### config.mk
export PLATFORM = sky130hd
export DESIGN_NAME = mole_hit_judge_flat
export DESIGN_NICKNAME = d
export VERILOG_FILES = /design/src/rtl/mole_hit_judge_pkg.sv /design/src/rtl/mole_hit_judge_if.sv /design/src/rtl/mole_hit_judge_key_press_detect.sv /design/src/rtl/mole_hit_judge.sv /design/src/flat_wrapper.sv
export SDC_FILE = /design/constraint.sdc
export NUM_CORES = 1
export LEC_CHECK = 0
export ABC_AREA = 0
export BUFFER_PORTS_ARGS = -buffer_cell sky130_fd_sc_hd__buf_2
export CAP_MARGIN = 20
export CORE_MARGIN = 2
export CORE_UTILIZATION = 65
export CTS_BUF_LIST = sky130_fd_sc_hd__clkbuf_8 sky130_fd_sc_hd__clkbuf_16
export CTS_CLUSTER_SIZE = 40
export DETAILED_ROUTE_END_ITERATION = 10
export PLACE_DENSITY_LB_ADDON = 0.08
export SETUP_SLACK_MARGIN = 0.3
export SLEW_MARGIN = 20
export SYNTH_ARGS = -nofsm -noshare
export SYNTH_HDL_FRONTEND = slang
export SYNTH_SLANG_ARGS = --single-unit
### constraint.sdc
create_clock -name clk -period 4.5 [get_ports clk]
set_clock_uncertainty 0.2 [all_clocks]
set_input_delay 0.225 -clock clk [delete_from_list [all_inputs] [get_ports clk]]
set_output_delay 0.225 -clock clk [all_outputs]
set_load 0.01 [all_outputs]
### src/rtl/mole_hit_judge_pkg.sv
// Shared types and helpers for the whack-a-mole judge: FSM states, LFSR taps, BCD math.
package mole_pkg;

  typedef enum logic [2:0] {
    IDLE,
    SPAWN,
    UP,
    HIT,
    MISS,
    NEXT,
    OVER
  } state_t;

  // Fibonacci taps 16,14,13,11 expressed as bit positions 15,13,12,10
  localparam logic [15:0] LFSR_TAPS = 16'hB400;

  function automatic logic [7:0] bcd_inc(input logic [7:0] v);
    if (v == 8'h99) return v;
    if (v[3:0] == 4'd9) return {v[7:4] + 4'd1, 4'd0};
    return {v[7:4], v[3:0] + 4'd1};
  endfunction

  function automatic logic [7:0] to_bcd(input int unsigned v);
    int unsigned c;
    c = (v > 99) ? 99 : v;
    return {4'(c / 10), 4'(c % 10)};
  endfunction

endpackage

### src/rtl/mole_hit_judge_if.sv
// Key/start inputs and LED/score outputs of the mole judge, grouped as one bus.
interface mole_hit_judge_if;
  logic [7:0] key_in;
  logic       start;
  logic [7:0] mole_led;
  logic       hit_pulse;
  logic       miss_pulse;
  logic [7:0] score_bcd;
  logic [7:0] miss_bcd;
  logic [7:0] round_bcd;
  logic       game_over;

  modport master (
    output key_in, start,
    input  mole_led, hit_pulse, miss_pulse, score_bcd, miss_bcd, round_bcd, game_over
  );

  modport slave (
    input  key_in, start,
    output mole_led, hit_pulse, miss_pulse, score_bcd, miss_bcd, round_bcd, game_over
  );
endinterface

### src/rtl/mole_hit_judge_key_press_detect.sv
// Turns the scanner's flickering one-hot key code into single press events;
// re-arms only after RELEASE_CYC consecutive idle cycles.
module key_press_detect #(
  parameter int unsigned RELEASE_CYC = 250_000
) (
  input  logic       clk,
  input  logic       rst,
  input  logic [7:0] key_in,
  output logic       press_evt,
  output logic [7:0] press_code
);

  localparam int unsigned CW   = (RELEASE_CYC > 2) ? $clog2(RELEASE_CYC) : 1;
  localparam logic [CW-1:0] ZMAX = CW'(RELEASE_CYC - 1);

  logic          armed;
  logic [CW-1:0] zcnt;
  logic          one_hot;

  assign one_hot = (key_in != '0) && ((key_in & (key_in - 8'd1)) == '0);

  always_ff @(posedge clk or negedge rst) begin
    if (!rst) begin
      armed      <= 1'b1;
      zcnt       <= '0;
      press_evt  <= 1'b0;
      press_code <= '0;
    end else begin
      press_evt <= 1'b0;
      if (key_in == '0) begin
        // counter saturates at ZMAX and keeps re-asserting armed
        if (zcnt == ZMAX) armed <= 1'b1;
        else              zcnt  <= zcnt + 1'b1;
      end else begin
        zcnt <= '0;
        if (armed && one_hot) begin
          press_evt  <= 1'b1;
          press_code <= key_in;
          armed      <= 1'b0;
        end
      end
    end
  end

endmodule

### src/rtl/mole_hit_judge.sv
// Whack-a-mole round FSM: spawns moles, times the window, judges presses, keeps BCD counts.
// Optional MOLE_SPEEDUP_EN shortens the mole window after every 5th hit.
module mole_hit_judge
  import mole_pkg::*;
#(
  parameter int unsigned UP_CYC      = 50_000_000,
  parameter int unsigned FB_CYC      = 12_500_000,
  parameter int unsigned RELEASE_CYC = 250_000,
  parameter int unsigned ROUNDS      = 30,
  parameter logic [15:0] LFSR_SEED   = 16'hACE1
) (
  input logic              clk,
  input logic              rst,
  mole_hit_judge_if.slave  bus
);

  localparam int unsigned TMAX = (UP_CYC > FB_CYC) ? UP_CYC : FB_CYC;
  localparam int unsigned TW   = $clog2(TMAX + 1);
  localparam logic [7:0]  ROUNDS_BCD = to_bcd(ROUNDS);

  state_t        state, state_next;
  logic [TW-1:0] timer;
  logic [TW-1:0] up_load;
  logic [15:0]   lfsr;
  logic [2:0]    hole, hole_cand;
  logic [7:0]    mole_onehot;
  logic          press_evt;
  logic [7:0]    press_code;
  logic [7:0]    score, misses, round;
  logic          hit_q, miss_q;

  key_press_detect #(.RELEASE_CYC(RELEASE_CYC)) u_kpd (
    .clk        (clk),
    .rst        (rst),
    .key_in     (bus.key_in),
    .press_evt  (press_evt),
    .press_code (press_code)
  );

  // avoid showing the mole in the same hole twice in a row
  assign hole_cand   = (lfsr[2:0] == hole) ? lfsr[2:0] + 3'd1 : lfsr[2:0];
  assign mole_onehot = 8'd1 << hole;

`ifdef MOLE_SPEEDUP_EN
  logic [TW-1:0] up_len, up_shrunk;
  logic [2:0]    hit_mod;

  always_comb begin
    up_shrunk = up_len - (up_len >> 3);
    if (up_shrunk < TW'(UP_CYC >> 2)) up_shrunk = TW'(UP_CYC >> 2);
  end

  always_ff @(posedge clk or negedge rst) begin
    if (!rst) begin
      up_len  <= TW'(UP_CYC);
      hit_mod <= '0;
    end else if (state == IDLE) begin
      up_len  <= TW'(UP_CYC);
      hit_mod <= '0;
    end else if (state == UP && state_next == HIT) begin
      if (hit_mod == 3'd4) begin
        hit_mod <= '0;
        up_len  <= up_shrunk;
      end else begin
        hit_mod <= hit_mod + 3'd1;
      end
    end
  end

  assign up_load = up_len - 1'b1;
`else
  assign up_load = TW'(UP_CYC - 1);
`endif

  always_comb begin
    state_next = state;
    unique case (state)
      IDLE:  if (bus.start) state_next = SPAWN;
      SPAWN: state_next = UP;
      UP: begin
        // a press on the timeout cycle takes priority over the timeout
        if (press_evt)          state_next = (press_code == mole_onehot) ? HIT : MISS;
        else if (timer == '0)   state_next = MISS;
      end
      HIT, MISS: if (timer == '0) state_next = NEXT;
      NEXT:  state_next = (round == ROUNDS_BCD) ? OVER : SPAWN;
      OVER:  if (bus.start) state_next = IDLE;
      default: state_next = IDLE;
    endcase
  end

  always_comb begin
    bus.mole_led  = '0;
    bus.game_over = 1'b0;
    if (state == UP)   bus.mole_led  = mole_onehot;
    if (state == OVER) bus.game_over = 1'b1;
  end

  assign bus.hit_pulse  = hit_q;
  assign bus.miss_pulse = miss_q;
  assign bus.score_bcd  = score;
  assign bus.miss_bcd   = misses;
  assign bus.round_bcd  = round;

  always_ff @(posedge clk or negedge rst) begin
    if (!rst) state <= IDLE;
    else      state <= state_next;
  end

  always_ff @(posedge clk or negedge rst) begin
    if (!rst) begin
      lfsr   <= LFSR_SEED;
      hole   <= '0;
      timer  <= '0;
      score  <= '0;
      misses <= '0;
      round  <= '0;
      hit_q  <= 1'b0;
      miss_q <= 1'b0;
    end else begin
      lfsr   <= {lfsr[14:0], ^(lfsr & LFSR_TAPS)};
      hit_q  <= (state == UP) && (state_next == HIT);
      miss_q <= (state == UP) && (state_next == MISS);
      case (state)
        IDLE: if (state_next == SPAWN) begin
          score  <= '0;
          misses <= '0;
          round  <= '0;
        end
        SPAWN: begin
          hole  <= hole_cand;
          round <= bcd_inc(round);
          timer <= up_load;
        end
        UP: begin
          if (state_next == HIT) begin
            score <= bcd_inc(score);
            timer <= TW'(FB_CYC - 1);
          end else if (state_next == MISS) begin
            misses <= bcd_inc(misses);
            timer  <= TW'(FB_CYC - 1);
          end else begin
            timer <= timer - 1'b1;
          end
        end
        HIT, MISS: if (timer != '0) timer <= timer - 1'b1;
        default: ;
      endcase
    end
  end

endmodule

### src/flat_wrapper.sv
// flat-port wrapper written by rule: the top's interface ports become plain ports
module mole_hit_judge_flat import mole_pkg::*;
#(
  parameter int unsigned UP_CYC      = 50_000_000,
  parameter int unsigned FB_CYC      = 12_500_000,
  parameter int unsigned RELEASE_CYC = 250_000,
  parameter int unsigned ROUNDS      = 30,
  parameter logic [15:0] LFSR_SEED   = 16'hACE1
)
  (clk, rst, bus_key_in, bus_start, bus_mole_led, bus_hit_pulse, bus_miss_pulse, bus_score_bcd, bus_miss_bcd, bus_round_bcd, bus_game_over);
  mole_hit_judge_if bus_i ();
  input logic clk;
  input logic rst;
  input wire logic [$bits(bus_i.key_in)-1:0] bus_key_in;
  input wire logic [$bits(bus_i.start)-1:0] bus_start;
  output wire logic [$bits(bus_i.mole_led)-1:0] bus_mole_led;
  output wire logic [$bits(bus_i.hit_pulse)-1:0] bus_hit_pulse;
  output wire logic [$bits(bus_i.miss_pulse)-1:0] bus_miss_pulse;
  output wire logic [$bits(bus_i.score_bcd)-1:0] bus_score_bcd;
  output wire logic [$bits(bus_i.miss_bcd)-1:0] bus_miss_bcd;
  output wire logic [$bits(bus_i.round_bcd)-1:0] bus_round_bcd;
  output wire logic [$bits(bus_i.game_over)-1:0] bus_game_over;
  assign bus_i.key_in = bus_key_in;
  assign bus_i.start = bus_start;
  assign bus_mole_led = bus_i.mole_led;
  assign bus_hit_pulse = bus_i.hit_pulse;
  assign bus_miss_pulse = bus_i.miss_pulse;
  assign bus_score_bcd = bus_i.score_bcd;
  assign bus_miss_bcd = bus_i.miss_bcd;
  assign bus_round_bcd = bus_i.round_bcd;
  assign bus_game_over = bus_i.game_over;
  mole_hit_judge #(.UP_CYC(UP_CYC), .FB_CYC(FB_CYC), .RELEASE_CYC(RELEASE_CYC), .ROUNDS(ROUNDS), .LFSR_SEED(LFSR_SEED)) u_core (.clk(clk), .rst(rst), .bus(bus_i));
endmodule
==> summary.txt <==
Run status
  – Status: complete, no violations

Worst setup path
  – CP Launch Type: flip-flop
  – Critical Path, Cell by Cell: inv_1 -> ha_1 -> nor4b_2 -> nand3_4 -> nor3_2 -> nor2_1 -> or2_1 -> a21oi_1 -> a41oi_1
  – CP max stage delay: 0.50 ns
  – CP max-delay cell: nor3_2
  – Worst path depth: 9
  – CP Capture Type: flip-flop
  – R2r worst-path depth: 9
  – WP buf/inv: 1
  – CP Class: flip-flop to flip-flop
  – CP top delay family: simple AND/OR/NAND/NOR gates
  – Reg2reg setup slack: 1.58 ns
  – CP max FO: 15
  – Req. time, crit path: 4.51 ns
  – Critical path arrival: 2.94 ns

Synth
  – FFs w/ async S/R, synth: 1.00
  – Mapped Nets: 635
  – Synth warn: 0
  – Mean post-synth cell area: 9.25 um^2
  – Mapped Area: 5610 um^2
  – Synth Register Bits: 102
  – Post-synth EDFFs: 0
  – Top FF cell, synth: dfrtp_1
  – Yosys cell types: 73
  – Post-Synthesis Cells: 607
  – Seq/Total Area, Yosys: 0.457

Cells and area
  – Most frequent cells in the layout: 93 x dfrtp_1, 79 x nor2_1, 57 x nand2_1
  – Share of cells above drive strength 1: 0.161
  – Area delta synth->final: 10.4%
  – N_diodes: 0
  – Final layout net count: 683
  – Leading cell type in the layout, fill and taps excluded: dfrtp_1
  – Cell Count, Final, Fillers Out: 765
  – Fin util: 0.747

STA
  – Hold Vio Cnt, Final: 0
  – Post-route clock period utilization: 0.650
  – Slew of the pin with the lowest slew margin: 0.978 ns
  – Max Clk Rate: 0.342 GHz
  – Minimum clock period: 2.92 ns
  – Final setup violation count: 0
  – Final worst slack: 1.58 ns
  – Setup TNS Final: 0 ns
  – Worst hold margin: 0.0363 ns
  – RSZ-0062 raised after global routing: false
  – Relative slew slack: 0.346
  – Max-slew violations: 0

Floorplanning
  – Placeable Area: 8300 um^2
  – Die width: 96.9 um
  – Die H: 96.9 um
  – Die area: 9400 um^2
  – Initial Utilization: 0.676
  – IO Pins: 46
  – Cell Rows: 33

Clock tree
  – TritonCTS clock tree: built
  – Clk buf depth: 2
  – Reg clk slew, reported paths: 0.11 ns
  – Clock Latency Late Sink: 0.38 ns
  – Num CTS Buffers: 9
  – CTS root buffer: clkbuf_8
  – CTS Sinks: 102
  – CTS H-tree lvls: 3
  – Post-CTS sizing: 0

Power and ir drop
  – Leak pwr: 2.80 nW
  – Max VDD drop: 0.231 mV
  – P per Cell Area: 367 nW/um^2

Route
  – DRC Markers: 0
  – DR vias: 4761
  – Initial DRC Count: 303
  – Routed wire length: 12000 um
  – First-pass iteration count of the detailed router: 7
  – Avg WL per Cell: 15.7 um
  – Vias per cell: 6.22
  – Routed Antenna Nets: 0

Min path
  – Worst hold path depth: 4
  – Hold Crit Class: input port to flip-flop

Global routing
  – Largest net degree at the start of global routing: 63
  – Tot GR Track Use: 0.263
  – First-pass GRT wire length: 20600 um
  – Remaining global-route overflow: 0
  – Number of global-route vias before repair: 4482
  – Initial antenna violation count: 0

Placed design
  – Number of port buffers: 45
  – Dpl cells: 740
  – Place WS: 1.59 ns
  – HPWL Detailed: 8330 um
  – Placer congestion estimate: 0.910

Job
  – Number of max-cap violations: 0
## final timing paths
kind / endpoint / startpoint
worst max-delay path: u_core.timer[17] / u_core.timer[0]
worst min-delay path: u_core.state[1] / bus_start
worst max register to register: u_core.timer[17] / u_core.timer[0]
worst min register to register: u_core.lfsr[9] / u_core.lfsr[8]
max in group asynchronous: u_core.lfsr[15] / rst
min in group asynchronous: u_core.bus.miss_bcd[0] / rst
## metal layers
metal	vias to the layer above	wire (um)	track usage
met3	18	499	0.0441
met2	132	5850	0.421
met1	2320	5460	0.366
met4	0	187	0.0921
li1	2291	-	-
met5	-	0	0
## final cells by class
class	instances	area [um^2]
Multi-Input combinational cell	467	2900
Sequential cell	102	2560
Fill cell	585	2100
Timing Repair Buffer	56	333
Clock buffer	10	138
Tap cell	105	131
Inverter	19	71.3
Clock inverter	6	61.3
## worst min-delay path: stages
cell and delay (ns):
buf_2 0.13, inv_1 0.08, a211oi_1 0.06, o21ai_0 0.08
## where the power goes
group	leakage [nW]	internal, mW	total [mW]	switching (mW)
logic	1.40	0.206	0.512	0.306
clock network	0.0982	0.230	0.580	0.350
registers	1.30	1.02	1.18	0.166
total	2.80	1.45	2.28	0.822
## synthesized netlist by cell type (6+ instances only)
library cell  count  area share
clkbuf_1         14      0.0094
dfstp_2           9       0.042
inv_1            19       0.013
a21o_1            6      0.0080
nor2_1           79       0.053
nor4_1           11       0.012
nand2b_1          7      0.0078
nand3_1          34       0.030
mux2_2            9       0.018
a31oi_1           6      0.0067
and3_1           11       0.012
nor2b_1           7      0.0078
o21ai_0          47       0.042
nor3_1           16       0.014
xor2_1           16       0.025
xnor2_1           9       0.014
ha_1             17       0.038
dfrtp_1          93        0.41
a21oi_1          25       0.022
nand2_1          57       0.038
## sequential cells by signal, summed over array words and instances, names as in the netlist, 3 cells and up
| signal | flops |
|---|---|
| u_core.u_kpd.press_code | 8 |
| u_core.lfsr | 16 |
| u_core.bus.round_bcd | 8 |
| u_core.hole | 3 |
| u_core.u_kpd.zcnt | 18 |
| u_core.timer | 26 |
| u_core.bus.score_bcd | 8 |
| u_core.state | 3 |
| u_core.bus.miss_bcd | 8 |
## metrics by stage
step / instance area [um^2] / power (mW)
final: 6200 / 2.28
after global routing: 6200 / 2.41
after CTS: 6200 / 2.29
after detailed placement: 5910 / 1.70
after global placement: 5910 / 1.68
after floorplan: 5610 / 1.53
## cells by family after synthesis
logic type,Yosys count,synth area share
and+or+nand+nor,270,0.250
AOI/OAI and AO/OA,141,0.163
buffers and inverters,38,0.0270
muxes,13,0.0252
adders and majority gates,18,0.0397
DFF,102,0.457
xor gates and xnor gates,25,0.0390
## repair_timing
| action | in CTS | in global routing |
|---|---|---|
| setup buffers | 0 | 0 |
| endpoints found under the hold margin | 61 | 0 |
| hold buffers | 9 | 0 |
Power figures use the tool's default switching activity.
